===== src/rtl/ir_pkg.sv =====
// ir_pkg: shared definitions for the IR command scheduler slice.
//   - FSM state encoding (IDLE/SEND/GAP)
//   - bit positions of the 16-bit request word {repeats[3:0], address[4:0], command[6:0]}
//   - source identifiers and default 27 MHz timing
//   - helper that turns a requested repeat count into the frame count to send
package ir_pkg;

  typedef enum logic [1:0] {
    ST_IDLE = 2'd0,
    ST_SEND = 2'd1,
    ST_GAP  = 2'd2
  } state_t;

  localparam int REQ_W    = 16;
  localparam int REPS_LSB = 12;
  localparam int REPS_W   = 4;
  localparam int ADDR_LSB = 7;
  localparam int ADDR_W   = 5;
  localparam int CMD_LSB  = 0;
  localparam int CMD_W    = 7;

  localparam logic SRC_AUTO   = 1'b0;
  localparam logic SRC_MANUAL = 1'b1;

  // 45 ms frame and 30 ms gap at 27 MHz
  localparam int DEF_FRAME_CYCLES = 1215000;
  localparam int DEF_GAP_CYCLES   = 810000;

  // A request for zero repeats still sends one frame.
  function automatic logic [REPS_W-1:0] load_reps(input logic [REPS_W-1:0] reps);
    return (reps == '0) ? REPS_W'(1) : reps;
  endfunction

endpackage


===== src/rtl/ir_command_scheduler_if.sv =====
// ir_command_scheduler_if: request bus from the two command sources.
//   req_valid[1:0]  per-source valid (bit 1 manual, bit 0 autonomous)
//   req_ready[1:0]  per-source ready from the scheduler
//   req0_data/req1_data  {repeats[3:0], address[4:0], command[6:0]}
//
// Handshake: a transfer on source s happens on a rising clk edge where
// req_valid[s] && req_ready[s]. A requester raises valid with stable data and
// holds both until that transfer; it must not withdraw data before it. Ready
// may depend combinationally on valid, valid never depends on ready.
interface ir_command_scheduler_if;
  logic [1:0]  req_valid;
  logic [1:0]  req_ready;
  logic [15:0] req0_data;
  logic [15:0] req1_data;

  modport master (output req_valid, output req0_data, output req1_data, input req_ready);
  modport slave  (input req_valid, input req0_data, input req1_data, output req_ready);
endinterface


===== src/rtl/ir_req_arbiter.sv =====
// ir_req_arbiter: combinational fixed-priority grant for the scheduler.
//   i_idle        scheduler is in IDLE and may accept
//   i_valid[1:0]  per-source request valid
//   i_data0/1     request words of source 0 / source 1
//   o_ready[1:0]  per-source ready (manual always ready in IDLE, autonomous
//                 only when manual is not requesting)
//   o_grant       a transfer happens this cycle
//   o_grant_src   source of that transfer
//   o_grant_data  request word of that transfer
module ir_req_arbiter
  import ir_pkg::*;
(
  input  logic        i_idle,
  input  logic [1:0]  i_valid,
  input  logic [15:0] i_data0,
  input  logic [15:0] i_data1,
  output logic [1:0]  o_ready,
  output logic        o_grant,
  output logic        o_grant_src,
  output logic [15:0] o_grant_data
);

  always_comb begin
    o_ready      = 2'b00;
    o_grant      = 1'b0;
    o_grant_src  = SRC_AUTO;
    o_grant_data = i_data0;
    if (i_idle) begin
      o_ready = {1'b1, ~i_valid[SRC_MANUAL]};
      o_grant = |(i_valid & o_ready);
      if (i_valid[SRC_MANUAL]) begin
        o_grant_src  = SRC_MANUAL;
        o_grant_data = i_data1;
      end
    end
  end

endmodule


===== src/rtl/ir_command_scheduler.sv =====
// ir_command_scheduler: arbitrates two command sources onto one Sony-SIRC
// transmitter. An accepted command is held on ir_address/ir_command with
// ir_transmit high for repeats x FRAME_CYCLES cycles, followed by a
// GAP_CYCLES low gap so the transmitter goes idle before the next command.
//   clk, reset    clock, synchronous active-high reset
//   req           request bus (slave side)
//   ir_address    transmitter address
//   ir_command    transmitter command
//   ir_transmit   transmitter enable
//   busy          high whenever not IDLE
//   active_src    source of the current/last grant
//   done[1:0]     one-cycle pulse per source at command end (first GAP cycle)
//   aborted       with done[0]: the command was cut short by source 1
//   dbg_state     current FSM state
module ir_command_scheduler
  import ir_pkg::*;
#(
  parameter int FRAME_CYCLES = DEF_FRAME_CYCLES,
  parameter int GAP_CYCLES   = DEF_GAP_CYCLES,
  parameter bit PREEMPT      = 1'b1
) (
  input  logic                   clk,
  input  logic                   reset,
  ir_command_scheduler_if.slave  req,
  output logic [ADDR_W-1:0]      ir_address,
  output logic [CMD_W-1:0]       ir_command,
  output logic                   ir_transmit,
  output logic                   busy,
  output logic                   active_src,
  output logic [1:0]             done,
  output logic                   aborted,
  output state_t                 dbg_state
);

  localparam int FW = (FRAME_CYCLES > 1) ? $clog2(FRAME_CYCLES) : 1;
  localparam int GW = (GAP_CYCLES > 1) ? $clog2(GAP_CYCLES) : 1;
  localparam logic [FW-1:0] FRAME_LAST = FW'(FRAME_CYCLES - 1);
  localparam logic [GW-1:0] GAP_LAST   = GW'(GAP_CYCLES - 1);

  state_t              r_state;
  logic [FW-1:0]       r_frame_cnt;
  logic [GW-1:0]       r_gap_cnt;
  logic [REPS_W-1:0]   r_reps_left;
  logic                r_src;
  logic [ADDR_W-1:0]   r_ir_address;
  logic [CMD_W-1:0]    r_ir_command;
  logic                r_ir_transmit;
  logic                r_busy;
  logic [1:0]          r_done;
  logic                r_aborted;

  logic                w_grant;
  logic                w_grant_src;
  logic [REQ_W-1:0]    w_grant_data;

  ir_req_arbiter u_arb (
    .i_idle       (r_state == ST_IDLE),
    .i_valid      (req.req_valid),
    .i_data0      (req.req0_data),
    .i_data1      (req.req1_data),
    .o_ready      (req.req_ready),
    .o_grant      (w_grant),
    .o_grant_src  (w_grant_src),
    .o_grant_data (w_grant_data)
  );

  always_ff @(posedge clk) begin
    if (reset) begin
      r_state       <= ST_IDLE;
      r_frame_cnt   <= '0;
      r_gap_cnt     <= '0;
      r_reps_left   <= '0;
      r_src         <= SRC_AUTO;
      r_ir_address  <= '0;
      r_ir_command  <= '0;
      r_ir_transmit <= 1'b0;
      r_busy        <= 1'b0;
      r_done        <= 2'b00;
      r_aborted     <= 1'b0;
    end else begin
      r_done    <= 2'b00;
      r_aborted <= 1'b0;
      case (r_state)
        ST_IDLE: begin
          if (w_grant) begin
            r_state       <= ST_SEND;
            r_src         <= w_grant_src;
            r_reps_left   <= load_reps(w_grant_data[REPS_LSB +: REPS_W]);
            r_frame_cnt   <= '0;
            r_ir_address  <= w_grant_data[ADDR_LSB +: ADDR_W];
            r_ir_command  <= w_grant_data[CMD_LSB +: CMD_W];
            r_ir_transmit <= 1'b1;
            r_busy        <= 1'b1;
          end
        end
        ST_SEND: begin
          if (r_frame_cnt == FRAME_LAST) begin
            r_frame_cnt <= '0;
            r_reps_left <= r_reps_left - REPS_W'(1);
            if (r_reps_left == REPS_W'(1)) begin
              r_state        <= ST_GAP;
              r_gap_cnt      <= '0;
              r_ir_transmit  <= 1'b0;
              r_done[r_src]  <= 1'b1;
            end else if (PREEMPT && (r_src == SRC_AUTO) && req.req_valid[SRC_MANUAL]) begin
              // Manual override cuts the autonomous command at a frame boundary.
              r_state          <= ST_GAP;
              r_gap_cnt        <= '0;
              r_ir_transmit    <= 1'b0;
              r_done[SRC_AUTO] <= 1'b1;
              r_aborted        <= 1'b1;
            end
          end else begin
            r_frame_cnt <= r_frame_cnt + FW'(1);
          end
        end
        ST_GAP: begin
          if (r_gap_cnt == GAP_LAST) begin
            r_state <= ST_IDLE;
            r_busy  <= 1'b0;
          end else begin
            r_gap_cnt <= r_gap_cnt + GW'(1);
          end
        end
        default: begin
          r_state       <= ST_IDLE;
          r_ir_transmit <= 1'b0;
          r_busy        <= 1'b0;
        end
      endcase
    end
  end

  assign ir_address  = r_ir_address;
  assign ir_command  = r_ir_command;
  assign ir_transmit = r_ir_transmit;
  assign busy        = r_busy;
  assign active_src  = r_src;
  assign done        = r_done;
  assign aborted     = r_aborted;
  assign dbg_state   = r_state;

endmodule


===== src/flat_wrapper.sv =====
// flat-port wrapper written by rule: the top's interface ports become plain ports
module ir_command_scheduler_flat import ir_pkg::*;
#(
  parameter int FRAME_CYCLES = DEF_FRAME_CYCLES,
  parameter int GAP_CYCLES   = DEF_GAP_CYCLES,
  parameter bit PREEMPT      = 1'b1
)
  (clk, reset, ir_address, ir_command, ir_transmit, busy, active_src, done, aborted, dbg_state, req_req_valid, req_req0_data, req_req1_data, req_req_ready);
  ir_command_scheduler_if req_i ();
  input  logic clk;
  input  logic reset;
  output logic [ADDR_W-1:0] ir_address;
  output logic [CMD_W-1:0] ir_command;
  output logic ir_transmit;
  output logic busy;
  output logic active_src;
  output logic [1:0] done;
  output logic aborted;
  output state_t dbg_state;
  input wire logic [$bits(req_i.req_valid)-1:0] req_req_valid;
  input wire logic [$bits(req_i.req0_data)-1:0] req_req0_data;
  input wire logic [$bits(req_i.req1_data)-1:0] req_req1_data;
  output wire logic [$bits(req_i.req_ready)-1:0] req_req_ready;
  assign req_i.req_valid = req_req_valid;
  assign req_i.req0_data = req_req0_data;
  assign req_i.req1_data = req_req1_data;
  assign req_req_ready = req_i.req_ready;
  ir_command_scheduler #(.FRAME_CYCLES(FRAME_CYCLES), .GAP_CYCLES(GAP_CYCLES), .PREEMPT(PREEMPT)) u_core (.clk(clk), .reset(reset), .req(req_i), .ir_address(ir_address), .ir_command(ir_command), .ir_transmit(ir_transmit), .busy(busy), .active_src(active_src), .done(done), .aborted(aborted), .dbg_state(dbg_state));
endmodule

===== config.mk =====
export PLATFORM = sky130hd
export DESIGN_NAME = ir_command_scheduler_flat
export DESIGN_NICKNAME = d
export VERILOG_FILES = /design/src/rtl/ir_pkg.sv /design/src/rtl/ir_command_scheduler_if.sv /design/src/rtl/ir_req_arbiter.sv /design/src/rtl/ir_command_scheduler.sv /design/src/flat_wrapper.sv
export SDC_FILE = /design/constraint.sdc
export NUM_CORES = 1
export LEC_CHECK = 0
export CORE_MARGIN = 10
export CORE_UTILIZATION = 25
export CTS_BUF_LIST = sky130_fd_sc_hd__clkbuf_4
export CTS_CLUSTER_SIZE = 30
export DETAILED_ROUTE_END_ITERATION = 10
export GPL_ROUTABILITY_DRIVEN = 0
export PLACE_DENSITY = 0.56
export SKIP_CTS_REPAIR_TIMING = 1
export SLEW_MARGIN = 20
export SYNTH_ARGS = -nofsm -noshare
export SYNTH_HDL_FRONTEND = slang
export SYNTH_SLANG_ARGS = --single-unit

===== constraint.sdc =====
create_clock -name clk -period 5.7 [get_ports clk]
set_input_delay 1.14 -clock clk [delete_from_list [all_inputs] [get_ports clk]]
set_output_delay 1.14 -clock clk [all_outputs]
set_load 0.005 [all_outputs]

# Word-level counts from Yosys, hierarchy flattened
# Index checks and enable logic that the tools add are counted.
# word_totals
ff_bits	65
in_bits	36
out_inout_bits	22
wordCells	85
# classes
n_addsub	3
order_cmp	2
eq_ne	10
n_mux	34
bitwise_logic	7
n_reduce_logical	17
# ops
operator	count
20-bit 2-to-1 mux	4
21-bit 2-to-1 mux	2
21-bit case mux with 2 select lines	1
20-bit case mux with 2 select lines	1
16-bit 2-to-1 mux	2
21-bit by 1-bit adder with 21-bit output (second input constant)	1
21-bit equality test (second input constant)	1
20-bit by 1-bit adder with 20-bit output (second input constant)	1
20-bit equality test (second input constant)	1
2-bit 2-to-1 mux	6
4-bit 2-to-1 mux	3
4-bit AND reduction	3
1-bit 2-to-1 mux	10
4-bit case mux with 2 select lines	1
4-bit OR reduction	2
2-bit by 1-bit != test with 1-bit output (second input constant)	3
1-bit NOT	6
1-bit case mux with 3 select lines	2
2-bit case mux with 3 select lines	1
3-bit AND reduction	2
4-bit by 1-bit equality test with 1-bit output (second input constant)	1
4-bit zero test	1
2-bit AND reduction	2
2-bit nonzero test	2
other kinds (13)	14

# Logic depth before layout (Yosys ltp)
# depth
depth_word	6
depth_mapped	8
ltp_nobuf	7

# Modules after synthesis
# A second synthesis with hierarchy kept.
# unflattened
cells_unflattened	433
area_unflattened_um2	3578.4
# modules_own_cells
module	instances	cells_each	area_per_inst_um2	seq_area_each_um2
ir_command_scheduler	1	411	3314.4	1301.2
ir_req_arbiter	1	22	264.0	0.0

# Least setup slack after synthesis
# No wires, ideal clock.
# synth_timing
kind	input to output
startpoint	input req_req_valid[1]
endpoint	output req_req_ready[0]
t_arrival_ns	1.769
required_ns	4.560
path_slack_ns	2.791
path_stages	3
path_buffers	2
cell_sequence	clkbuf_1 clkbuf_1 nor2_1
# synth_between
elab_chain_cells	2
# synth_lines
element	line_no	text
start: declaration	flat_wrapper.sv:20	input wire logic [$bits(req_i.req_valid)-1:0] req_req_valid;
1-bit NOT	ir_req_arbiter.sv:29	o_ready = {1'b1, ~i_valid[SRC_MANUAL]};
2-bit 2-to-1 mux	ir_req_arbiter.sv:28	if (i_idle) begin
end: declaration	flat_wrapper.sv:23	output wire logic [$bits(req_i.req_ready)-1:0] req_req_ready;
# No other way between the ends.

# Final worst setup path
# Ends and elaborated chain as after synthesis.

==> flow_summary_export.csv <==
group,metric,value,unit
route,wirelength,9480,um
global_routing,antenna_found_initial,0,
route,drc_errors,0,
logic_synthesis,ys_ff_latch,65,
timing,skew,13.6,ps
timing,finalSetupViolations,0,
clocking,clock_path_buffers,2,
global_routing,grt_remaining_overflow,0,
route,ant_nets,0,
clocking,numCtsBuffers,9,
cells_and_area,finalInstanceArea,4220,sq um
timing,tightest_slew,958,ps
route,routedWlPerCell,14.3,um
route,vias,3388,
route,drtPass1Iterations,4,
timing,worst_slack,1800,ps
critical_path,cp-start-kind,"input port",
status,status,"finished, final reports clean",
clocking,cts-root-buf,"clkbuf_4",
logic_synthesis,seq_area_frac_synth,0.384,
clocking,path_clk_slew,90,ps
power_and_ir_drop,clkPwrFrac,0.320,
power_and_ir_drop,p_seq_frac,0.527,
floorplanning,die_area,18600,sq um
flow_run,drv_cap,0,
cells_and_area,nets,523,
timing,fin_crit,3900,ps
global_routing,grt_pass1_wl,16000,um
logic_synthesis,syn_nets,476,
timing,slew_headroom,0.360,
critical_path,endpoint_kind,"output pin",
power_and_ir_drop,power_switching_share,0.266,
place,placed_cell_area,4100,sq um
power_and_ir_drop,internal_power,0.678,mW
cells_and_area,final_common_cell,"nor2_1",
clocking,insertion_delay,420,ps
floorplanning,chipWidth,136,um
clocking,h-tree-depth,3,
critical_path,arrival,2760,ps
cells_and_area,antenna_cells,0,
logic_synthesis,synthFlopType,"dfxtp_1",
critical_path,worstSetupPathType,"in -> out",
place,port_buffers,57,
floorplanning,die_h,136,um
floorplanning,initial_core_util,0.256,
global_routing,grt_pass1_vias,3292,
logic_synthesis,syn_inst,436,
logic_synthesis,syn_area,3390,sq um
logic_synthesis,synth.distinct_cells,52,
floorplanning,pin_count,58,
timing,min_period_over_period,0.684,
timing,hold_violations,0,
floorplanning,core_area,13200,sq um
cells_and_area,drive_gt1_frac,0.0431,
timing,max_freq,0.256,GHz
cells_and_area,most-common-layout-cells,"nor2_1 (70), dfxtp_1 (65), clkdlybuf4s50_1 (57)",
min_path,min_path_type,"reg -> reg",
power_and_ir_drop,p_leak,1.39,nW
logic_synthesis,ys_warn_count,0,
logic_synthesis,synth-edff-count,0,
power_and_ir_drop,p_total,0.924,mW
place,hpwlAfterDp,7010,um
cells_and_area,area_growth,24.5,%
power_and_ir_drop,p_sw,0.246,mW
floorplanning,row_count,42,
power_and_ir_drop,ir_drop,0.104,mV
route,routed_via_density,5.11,
clocking,cts_sinks,65,
logic_synthesis,synthTopCellsByArea,"dfxtp_1 (38%), nor2_1 (7.8%), nand2_1 (4.2%), nand3_1 (3.7%), a21oi_1 (3.5%)",
global_routing,track_usage,0.105,
route,first_iter_violations,217,
place,place_ws,1690,ps
power_and_ir_drop,p_per_area,219,nW/um^2
timing,drv_slew,0,
timing,fin_setup_tns,0,ps
clocking,cts_tree,"yes",
power_and_ir_drop,p_comb_frac,0.152,
global_routing,grt_max_degree,24,
logic_synthesis,synth_area_per_cell,7.77,sq um
timing,rsz0062_at_grt,"false",
critical_path,crit_fanout,20,
logic_synthesis,synth_top_area_share,0.384,
logic_synthesis,synth_largest_area_cell,"dfxtp_1",
logic_synthesis,ys_async_sr_fraction,0,
critical_path,worstPathRequired,4560,ps
[power groups by stage]
stage	combinational [mW]	sequential, mW	clock, mW
after floorplan	0.0766	0.494	0
after CTS	0.143	0.488	0.305
final	0.141	0.487	0.296
after detailed placement	0.142	0.498	0
after global placement	0.141	0.497	0
after global routing	0.158	0.491	0.324
[synth_stat cells (2+ instances only)]
cell type,instances
inv_1,9
or2_2,4
nor2b_1,3
ha_1,4
xor2_1,9
nand3_1,25
nor2_1,70
xnor2_1,3
a311oi_1,2
a2bb2oi_1,4
a211oi_1,11
mux2i_1,6
and4_1,3
buf_4,2
nor4_1,6
a41oi_1,3
clkbuf_1,18
o21bai_1,2
or3_1,9
nor3b_1,2
nand3b_1,3
o221ai_1,5
a21boi_0,2
o21a_1,3
and3_1,6
a21oi_1,24
nand2_1,38
o21ai_0,21
a31oi_1,18
nor3_1,12
nand2b_1,7
dfxtp_1,65
nand4_1,13
and2_1,3
nor4b_1,4
[per-layer routing]
metal | routed length, um | share of wire | vias up | track usage
met5 | 0 | 0 | - | 0
met1 | 4370 | 0.46 | 1635 | 0.128
met4 | 144 | 0.015 | 0 | 0.0325
li1 | - | - | 1687 | -
met3 | 290 | 0.031 | 13 | 0.0262
met2 | 4670 | 0.49 | 53 | 0.175
[through the flow]
step / utilization / hold slack, ps / cells
finish: 0.319 / 492 / 663
global route: 0.319 / 522 / 663
CTS: 0.319 / 484 / 663
detailed placement: 0.309 / 463 / 648
global placement: 0.309 / 455 / 648
floorplan: - / 432 / 436
[kinds of logic (layout without fill, tap and decap cells)]
logic type | count (synthesis) | after routing | share of synthesized area
AND/OR/NAND/NOR | 215 | 215 | 0.321
AO/OA/AOI/OAI | 103 | 103 | 0.195
flip-flops | 65 | 65 | 0.384
buffers and inverters | 31 | 82 | 0.0369
XOR/XNOR | 12 | 12 | 0.0310
multiplexers | 6 | 6 | 0.0177
adder cells (fa/ha/maj) | 4 | 4 | 0.0148
[flip-flops by register name, indices dropped and copies added (netlist names)]
name / cells
u_core.dbg_state: 2
u_core.ir_address: 5
u_core.ir_transmit: 1
u_core.r_gap_cnt: 20
u_core.active_src: 1
u_core.ir_command: 7
u_core.done: 2
u_core.r_frame_cnt: 21
u_core.r_reps_left: 4
u_core.busy: 1
u_core.aborted: 1
[final timing paths]
kind                                          start                           endpoint  slack [ps]  cells past startpoint
setup reg to reg   u_core.dbg_state[1]$_SDFFE_PP0P_  u_core.r_gap_cnt[15]$_SDFFE_PP0P_        2970                      5
hold / removal    u_core.r_gap_cnt[19]$_SDFFE_PP0P_  u_core.r_gap_cnt[19]$_SDFFE_PP0P_         490                      1
setup / recovery                   req_req_valid[1]                   req_req_ready[0]        1800                      3
hold reg to reg   u_core.r_gap_cnt[19]$_SDFFE_PP0P_  u_core.r_gap_cnt[19]$_SDFFE_PP0P_         490                      1
[layout make-up]
cell class,count,area [sq um]
Timing Repair Buffer,58,578
Multi-Input combinational cell,340,1960
Tap cell,176,220
Sequential cell,65,1300
Inverter,9,33.8
Clock inverter,5,47.5
Fill cell,1442,9020
Clock buffer,10,75.1
[worst max-delay path: stages]
cell             delay, ps
clkdlybuf4s50_1        810
nor2_1                 260
clkdlybuf4s50_1        540
No activity file was read; power rests on OpenSTA's default activity.
